[src/rtl/calc_pkg.sv]
// Shared calculator definitions: key codes, digit range, scanner FSM states
// and the keypad matrix helper functions.
package calc_pkg;

    localparam logic [3:0] DIGIT_MIN    = 4'd0;
    localparam logic [3:0] DIGIT_MAX    = 4'd9;
    localparam logic [3:0] KEY_CLR      = 4'b1010;
    localparam logic [3:0] KEY_SUB      = 4'b1011;
    localparam logic [3:0] KEY_ADD      = 4'b1100;
    localparam logic [3:0] KEY_IGUAL    = 4'b1101;
    localparam logic [3:0] KEY_SAVE     = 4'b1110;
    localparam logic [3:0] KEY_RECOVERY = 4'b1111;

    typedef enum logic [1:0] {
        SCAN         = 2'd0,
        DEBOUNCE     = 2'd1,
        EMIT         = 2'd2,
        WAIT_RELEASE = 2'd3
    } scanState_t;

    function automatic logic [3:0] keyCode(input logic [1:0] row, input logic [1:0] col);
        logic [3:0] code;
        case ({row, col})
            4'b00_00: code = 4'b0001;
            4'b00_01: code = 4'b0010;
            4'b00_10: code = 4'b0011;
            4'b00_11: code = KEY_ADD;
            4'b01_00: code = 4'b0100;
            4'b01_01: code = 4'b0101;
            4'b01_10: code = 4'b0110;
            4'b01_11: code = KEY_SUB;
            4'b10_00: code = 4'b0111;
            4'b10_01: code = 4'b1000;
            4'b10_10: code = 4'b1001;
            4'b10_11: code = KEY_IGUAL;
            4'b11_00: code = KEY_RECOVERY;
            4'b11_01: code = 4'b0000;
            4'b11_10: code = KEY_SAVE;
            4'b11_11: code = KEY_CLR;
            default:  code = 4'b0000;
        endcase
        return code;
    endfunction

    // Rows are active-low; the lowest-numbered pressed row wins.
    function automatic logic [1:0] lowestLowRow(input logic [3:0] rowPat);
        logic [1:0] idx;
        if (!rowPat[0]) begin
            idx = 2'd0;
        end else if (!rowPat[1]) begin
            idx = 2'd1;
        end else if (!rowPat[2]) begin
            idx = 2'd2;
        end else begin
            idx = 2'd3;
        end
        return idx;
    endfunction

    function automatic logic [3:0] colDrive(input logic [1:0] colIdx);
        logic [3:0] drive;
        case (colIdx)
            2'd0:    drive = 4'b1110;
            2'd1:    drive = 4'b1101;
            2'd2:    drive = 4'b1011;
            2'd3:    drive = 4'b0111;
            default: drive = 4'b1110;
        endcase
        return drive;
    endfunction

endpackage

[src/rtl/key_sync.sv]
// Two-stage synchronizer for asynchronous inputs; idles at all-ones so a
// released active-low keypad reads as "no key" straight out of reset.
module key_sync #(
    parameter int WIDTH = 4
) (
    input  logic             Clock,
    input  logic             clearIn,
    input  logic [WIDTH-1:0] d,
    output logic [WIDTH-1:0] q
);

    logic [WIDTH-1:0] syncMeta_r;
    logic [WIDTH-1:0] syncOut_r;

    // Two flop stages, forced to the idle level on clear.
    always_ff @(posedge Clock) begin
        if (clearIn) begin
            syncMeta_r <= '1;
            syncOut_r  <= '1;
        end else begin
            syncMeta_r <= d;
            syncOut_r  <= syncMeta_r;
        end
    end

    assign q = syncOut_r;

endmodule

[src/rtl/keypad_scanner.sv]
// 4x4 keypad column scanner with press/release debounce, producing a one-cycle
// ready pulse and a held key code for the downstream operation block.
module keypad_scanner
    import calc_pkg::*;
#(
    parameter int SCAN_DIV        = 1000,
    parameter int DEBOUNCE_CYCLES = 20000
) (
    input  logic       Clock,
    input  logic       clearIn,
    input  logic [3:0] rows,
    output logic [3:0] cols,
    output logic [3:0] tecla,
    output logic       ready,
    output logic       keyHeld
);

    localparam int DIV_W = $clog2(SCAN_DIV);
    localparam int DEB_W = $clog2(DEBOUNCE_CYCLES);
    localparam logic [DIV_W-1:0] DWELL_LAST = DIV_W'(SCAN_DIV - 1);
    localparam logic [DIV_W-1:0] DWELL_ONE  = DIV_W'(1);
    localparam logic [DEB_W-1:0] DEB_LAST   = DEB_W'(DEBOUNCE_CYCLES - 1);
    localparam logic [DEB_W-1:0] DEB_ONE    = DEB_W'(1);

    logic [3:0]       rowsSync_s;
    logic [1:0]       nextCol_s;
    scanState_t       state_r;
    logic [1:0]       colIdx_r;
    logic [DIV_W-1:0] dwellCnt_r;
    logic [DEB_W-1:0] debCnt_r;
    logic [3:0]       rowPat_r;
    logic [1:0]       rowIdx_r;
    logic [3:0]       cols_r;
    logic [3:0]       tecla_r;
    logic             ready_r;
    logic             keyHeld_r;

    key_sync #(.WIDTH(4)) uRowSync (
        .Clock   (Clock),
        .clearIn (clearIn),
        .d       (rows),
        .q       (rowsSync_s)
    );

    assign nextCol_s = colIdx_r + 2'd1;

    // Scanner FSM; the debounce counter is shared between press and release
    // and never runs past its terminal value, so it cannot wrap.
    always_ff @(posedge Clock) begin
        if (clearIn) begin
            state_r    <= SCAN;
            colIdx_r   <= 2'd0;
            dwellCnt_r <= '0;
            debCnt_r   <= '0;
            rowPat_r   <= 4'b1111;
            rowIdx_r   <= 2'd0;
            cols_r     <= 4'b1110;
            tecla_r    <= 4'b0000;
            ready_r    <= 1'b0;
            keyHeld_r  <= 1'b0;
        end else begin
            ready_r <= 1'b0;
            case (state_r)
                SCAN: begin
                    if (dwellCnt_r >= DWELL_LAST) begin
                        dwellCnt_r <= '0;
                        if (rowsSync_s != 4'b1111) begin
                            rowPat_r <= rowsSync_s;
                            rowIdx_r <= lowestLowRow(rowsSync_s);
                            debCnt_r <= '0;
                            state_r  <= DEBOUNCE;
                        end else begin
                            colIdx_r <= nextCol_s;
                            cols_r   <= colDrive(nextCol_s);
                        end
                    end else begin
                        dwellCnt_r <= dwellCnt_r + DWELL_ONE;
                    end
                end
                DEBOUNCE: begin
                    if (rowsSync_s == rowPat_r) begin
                        if (debCnt_r >= DEB_LAST) begin
                            debCnt_r  <= '0;
                            tecla_r   <= keyCode(rowIdx_r, colIdx_r);
                            ready_r   <= 1'b1;
                            keyHeld_r <= 1'b1;
                            state_r   <= EMIT;
                        end else begin
                            debCnt_r <= debCnt_r + DEB_ONE;
                        end
                    end else begin
                        // Glitch or bounce: give up on this column and move on.
                        debCnt_r   <= '0;
                        dwellCnt_r <= '0;
                        colIdx_r   <= nextCol_s;
                        cols_r     <= colDrive(nextCol_s);
                        state_r    <= SCAN;
                    end
                end
                EMIT: begin
                    debCnt_r <= '0;
                    state_r  <= WAIT_RELEASE;
                end
                WAIT_RELEASE: begin
                    if (rowsSync_s == 4'b1111) begin
                        if (debCnt_r >= DEB_LAST) begin
                            debCnt_r   <= '0;
                            keyHeld_r  <= 1'b0;
                            dwellCnt_r <= '0;
                            colIdx_r   <= nextCol_s;
                            cols_r     <= colDrive(nextCol_s);
                            state_r    <= SCAN;
                        end else begin
                            debCnt_r <= debCnt_r + DEB_ONE;
                        end
                    end else begin
                        debCnt_r <= '0;
                    end
                end
                default: begin
                    state_r    <= SCAN;
                    colIdx_r   <= 2'd0;
                    dwellCnt_r <= '0;
                    debCnt_r   <= '0;
                    cols_r     <= 4'b1110;
                    keyHeld_r  <= 1'b0;
                end
            endcase
        end
    end

    assign cols    = cols_r;
    assign tecla   = tecla_r;
    assign ready   = ready_r;
    assign keyHeld = keyHeld_r;

endmodule
[config.mk]
export PLATFORM = sky130hd
export DESIGN_NAME = keypad_scanner
export DESIGN_NICKNAME = d
export VERILOG_FILES = /design/src/rtl/calc_pkg.sv /design/src/rtl/key_sync.sv /design/src/rtl/keypad_scanner.sv
export SDC_FILE = /design/constraint.sdc
export NUM_CORES = 1
export LEC_CHECK = 0
export ABC_CLOCK_PERIOD_IN_PS = 2320
export CAP_MARGIN = 30
export CELL_PAD_IN_SITES_DETAIL_PLACEMENT = 1
export CELL_PAD_IN_SITES_GLOBAL_PLACEMENT = 1
export CORE_ASPECT_RATIO = 1.5
export CORE_MARGIN = 10
export CORE_UTILIZATION = 47
export CTS_BUF_LIST = sky130_fd_sc_hd__clkbuf_4 sky130_fd_sc_hd__clkbuf_8
export DETAILED_ROUTE_END_ITERATION = 12
export PLACE_DENSITY_LB_ADDON = 0.05
export REMOVE_ABC_BUFFERS = 1
export SLEW_MARGIN = 20
export SYNTH_ARGS = -nofsm -noshare
export SYNTH_HDL_FRONTEND = slang
export SYNTH_SLANG_ARGS = --single-unit
export TNS_END_PERCENT = 10
[constraint.sdc]
create_clock -name Clock -period 2.32 [get_ports Clock]
set_input_delay 0.464 -clock Clock [delete_from_list [all_inputs] [get_ports Clock]]
set_output_delay 0.464 -clock Clock [all_outputs]
set_load 0.01 [all_outputs]
==> flow_metrics.tcl, run 1 <==
set metrics [dict create \
    postCtsHoldBufs 0 \
    tns_ns 0 \
    start_kind "register" \
    synth_edf_count 0 \
    async_flop_share_pct 0 \
    syn_area_um2 2810 \
    overflow 0 \
    setup_violations 0 \
    critPathKind "register to register" \
    grt_max_degree 24 \
    cts_resized 0 \
    cp.arrival_ns 2.29 \
    crit_buf_inv 0 \
    grtUsageTotal_pct 14.3 \
    hold_path_class "register to register" \
    cts_buffer_depth 2 \
    vias 2388 \
    initial_core_util_pct 48.2 \
    vdd_drop_max_mv 0.304 \
    antenna_found_initial 0 \
    clk_latency_ns 0.30 \
    wl_per_cell_um 16.3 \
    die_h_um 115 \
    cts.sinks 53 \
    drive_gt1_share_pct 14.7 \
    postCtsSetupBuffers 0 \
    crit_family "simple AND/OR/NAND/NOR gates" \
    clockRootBuffer "clkbuf_8" \
    crit_chain "ha_1 > a211o_1 > nand3_1 > o31ai_2 > a211oi_1 > or4_1" \
    core_area_um2 5830 \
    yosysWarnings 0 \
    finalClockSkew_ns 0.00700 \
    worstSetupEndpointType "register" \
    max_clock_freq_mhz 477 \
    antenna-diode-count 0 \
    power_density_nw_per_um2 484 \
    fin_crit_sh_pct 90.4 \
    cp_max_fo 5 \
    path_clk_slew_ns 0.10 \
    cp.required_ns 2.51 \
    grt_pass1_wl_um 11800 \
    cpMaxStageDelayCell "or4_1" \
    syn_avg_cell_area_um2 8.87 \
    maxSlewViolCount 0 \
    drv_cap 0 \
    cts.htree.levels 2 \
    leakage_nw 1.06 \
    status "finished, final reports clean" \
    drc 0 \
    postRouteAntennaNets 0 \
    fin_nets 351 \
    detail_route.vias_per_cell 5.81 \
    fp-row-count 34 \
    first_pass_iters 4 \
    total_power_mw 1.54 \
    synth_cell_types 52 \
    slew-limit-headroom_pct 68.0 \
    synth-seq-area-share_pct 37.7 \
    period_needed_ns 2.10 \
    ys_seq_elements 53 \
    hold_viol 0 \
    routed_wirelength_um 6700 \
    synthFlopType "dfxtp_1" \
    die_area_um2 9540 \
    rsz0062_at_grt "false" \
    drt-initial-drc-count 103 \
    io_buffers 15 \
    worst_slew_pin_slew_ns 0.480 \
    cts_tree "yes" \
    area_delta_synth_final_pct 13.2 \
    cts_made_buffers 5 \
    syn_inst 317 \
    place_congestion 0.755 \
    grt_pass1_vias 2491 \
    dp_hpwl_um 4900 \
    die_w_um 83.2 \
    pin_count 16 \
    max_stage_delay_ns 0.53 \
]
-- power breakdown --
part | internal, mW | switching, mW | total, mW
Sequential | 0.920 | 0.00892 | 0.929
Combinational | 0.0295 | 0.0383 | 0.0679
Clock | 0.221 | 0.322 | 0.542
-- worst paths after layout --
kind / startpoint / depth (start not counted) / slack [ns] / to
hold / removal: uRowSync.syncMeta_r[2] / 1 / 0.42 / uRowSync.q[2]
hold reg to reg: uRowSync.syncMeta_r[2] / 1 / 0.42 / uRowSync.q[2]
setup reg to reg: dwellCnt_r[0] / 6 / 0.22 / colIdx_r[0]
setup / recovery: dwellCnt_r[0] / 6 / 0.22 / colIdx_r[0]
-- Yosys cell counts (3+ instances only) --
cell / number / area [um^2]
or3_1: 4 / 25.0
a211o_1: 5 / 43.8
ha_1: 7 / 87.6
nor3_1: 27 / 135
mux2i_1: 3 / 30.0
dfxtp_1: 53 / 1060
buf_2: 9 / 45.0
clkbuf_1: 8 / 30.0
a2111oi_0: 3 / 26.3
a211oi_1: 10 / 75.1
nand3_1: 13 / 65.1
nor2b_1: 10 / 62.6
nand2b_1: 16 / 100
nor4_1: 4 / 25.0
or2_2: 11 / 68.8
nand2_1: 16 / 60.1
inv_1: 7 / 26.3
o21ai_0: 16 / 80.1
nor3b_1: 4 / 30.0
nor2_1: 13 / 48.8
xnor2_1: 15 / 131
o32ai_1: 8 / 70.1
a21oi_1: 14 / 70.1
-- cell type report --
class,instances,area (um^2)
clock buffer,5,68.8
tap,72,90.1
clock inverter,3,26.3
timing repair buffer,32,273
sequential,53,1060
fill,711,2650
multi-input combinational,239,1640
inverter,7,26.3
-- state kept, by name (all words and copies together), names as in the netlist, named ones only --
name / count
ready: 1
debCnt_r: 15
cols: 4
tecla: 4
uRowSync.q: 4
rowIdx_r: 2
state_r: 1
colIdx_r: 2
keyHeld: 1
rowPat_r: 4
dwellCnt_r: 10
uRowSync.syncMeta_r: 4
-- cell families after synthesis --
kind of cell    count (synthesis)  share of synthesized area [%]
mux                             4                           1.87
compound gates                 75                           19.9
fa+ha+maj                       7                           3.12
flops                          53                           37.7
simple gates                  138                           28.7
xor+xnor                       15                           4.67
buf+inv                        25                           4.01
-- placed cells by master, fill, tap and decap left out, types with 11 or more instances in the layout --
cell type | Yosys | routed
nor2_1 | 13 | 13
nand2_1 | 16 | 16
buf_4 | 0 | 16
dfxtp_1 | 53 | 53
a21oi_1 | 14 | 14
nand3_1 | 13 | 13
clkdlybuf4s50_1 | 0 | 14
o21ai_0 | 16 | 16
nor3_1 | 27 | 27
or2_2 | 11 | 11
xnor2_1 | 15 | 15
nand2b_1 | 16 | 16
-- metal layers --
metal / part of all wire (%) / wire [um] / global-route usage [%] / up-vias
met5: 0 / 0 / 0 / -
li1: - / - / - / 1204
met2: 52 / 3460 / 26.3 / 28
met1: 45 / 2990 / 16.6 / 1152
met3: 2.7 / 181 / 2.42 / 4
met4: 0.93 / 62 / 3.76 / 0
-- worst register-to-register path, cell delays in order (launching register included) --
cell	delay [ns]
dfxtp_1	0.37
ha_1	0.20
a211o_1	0.18
nand3_1	0.18
o31ai_2	0.43
a211oi_1	0.09
or4_1	0.53
-- through the flow --
stage / area (um^2) / instances / setup slack (ns) / hold WS, ns / utilization (%)
final: 3180 / 411 / 0.223 / 0.418 / 54.6
after floorplan: 2730 / 299 / 0.335 / 0.389 / -
after detailed placement: 3080 / 402 / 0.193 / 0.396 / 52.9
after global routing: 3180 / 411 / 0.0392 / 0.434 / 54.6
after CTS: 3180 / 410 / 0.144 / 0.422 / 54.5
after global placement: 3080 / 402 / 0.261 / 0.391 / 52.9
(Power assumes the default switching activity.)
==> run 2: changes to the inputs <==
SKIP_LAST_GASP = 1   (was default)
==> results of run 2 <==
Same layout as run 1: the final DEF is identical, and so are final timing and power.
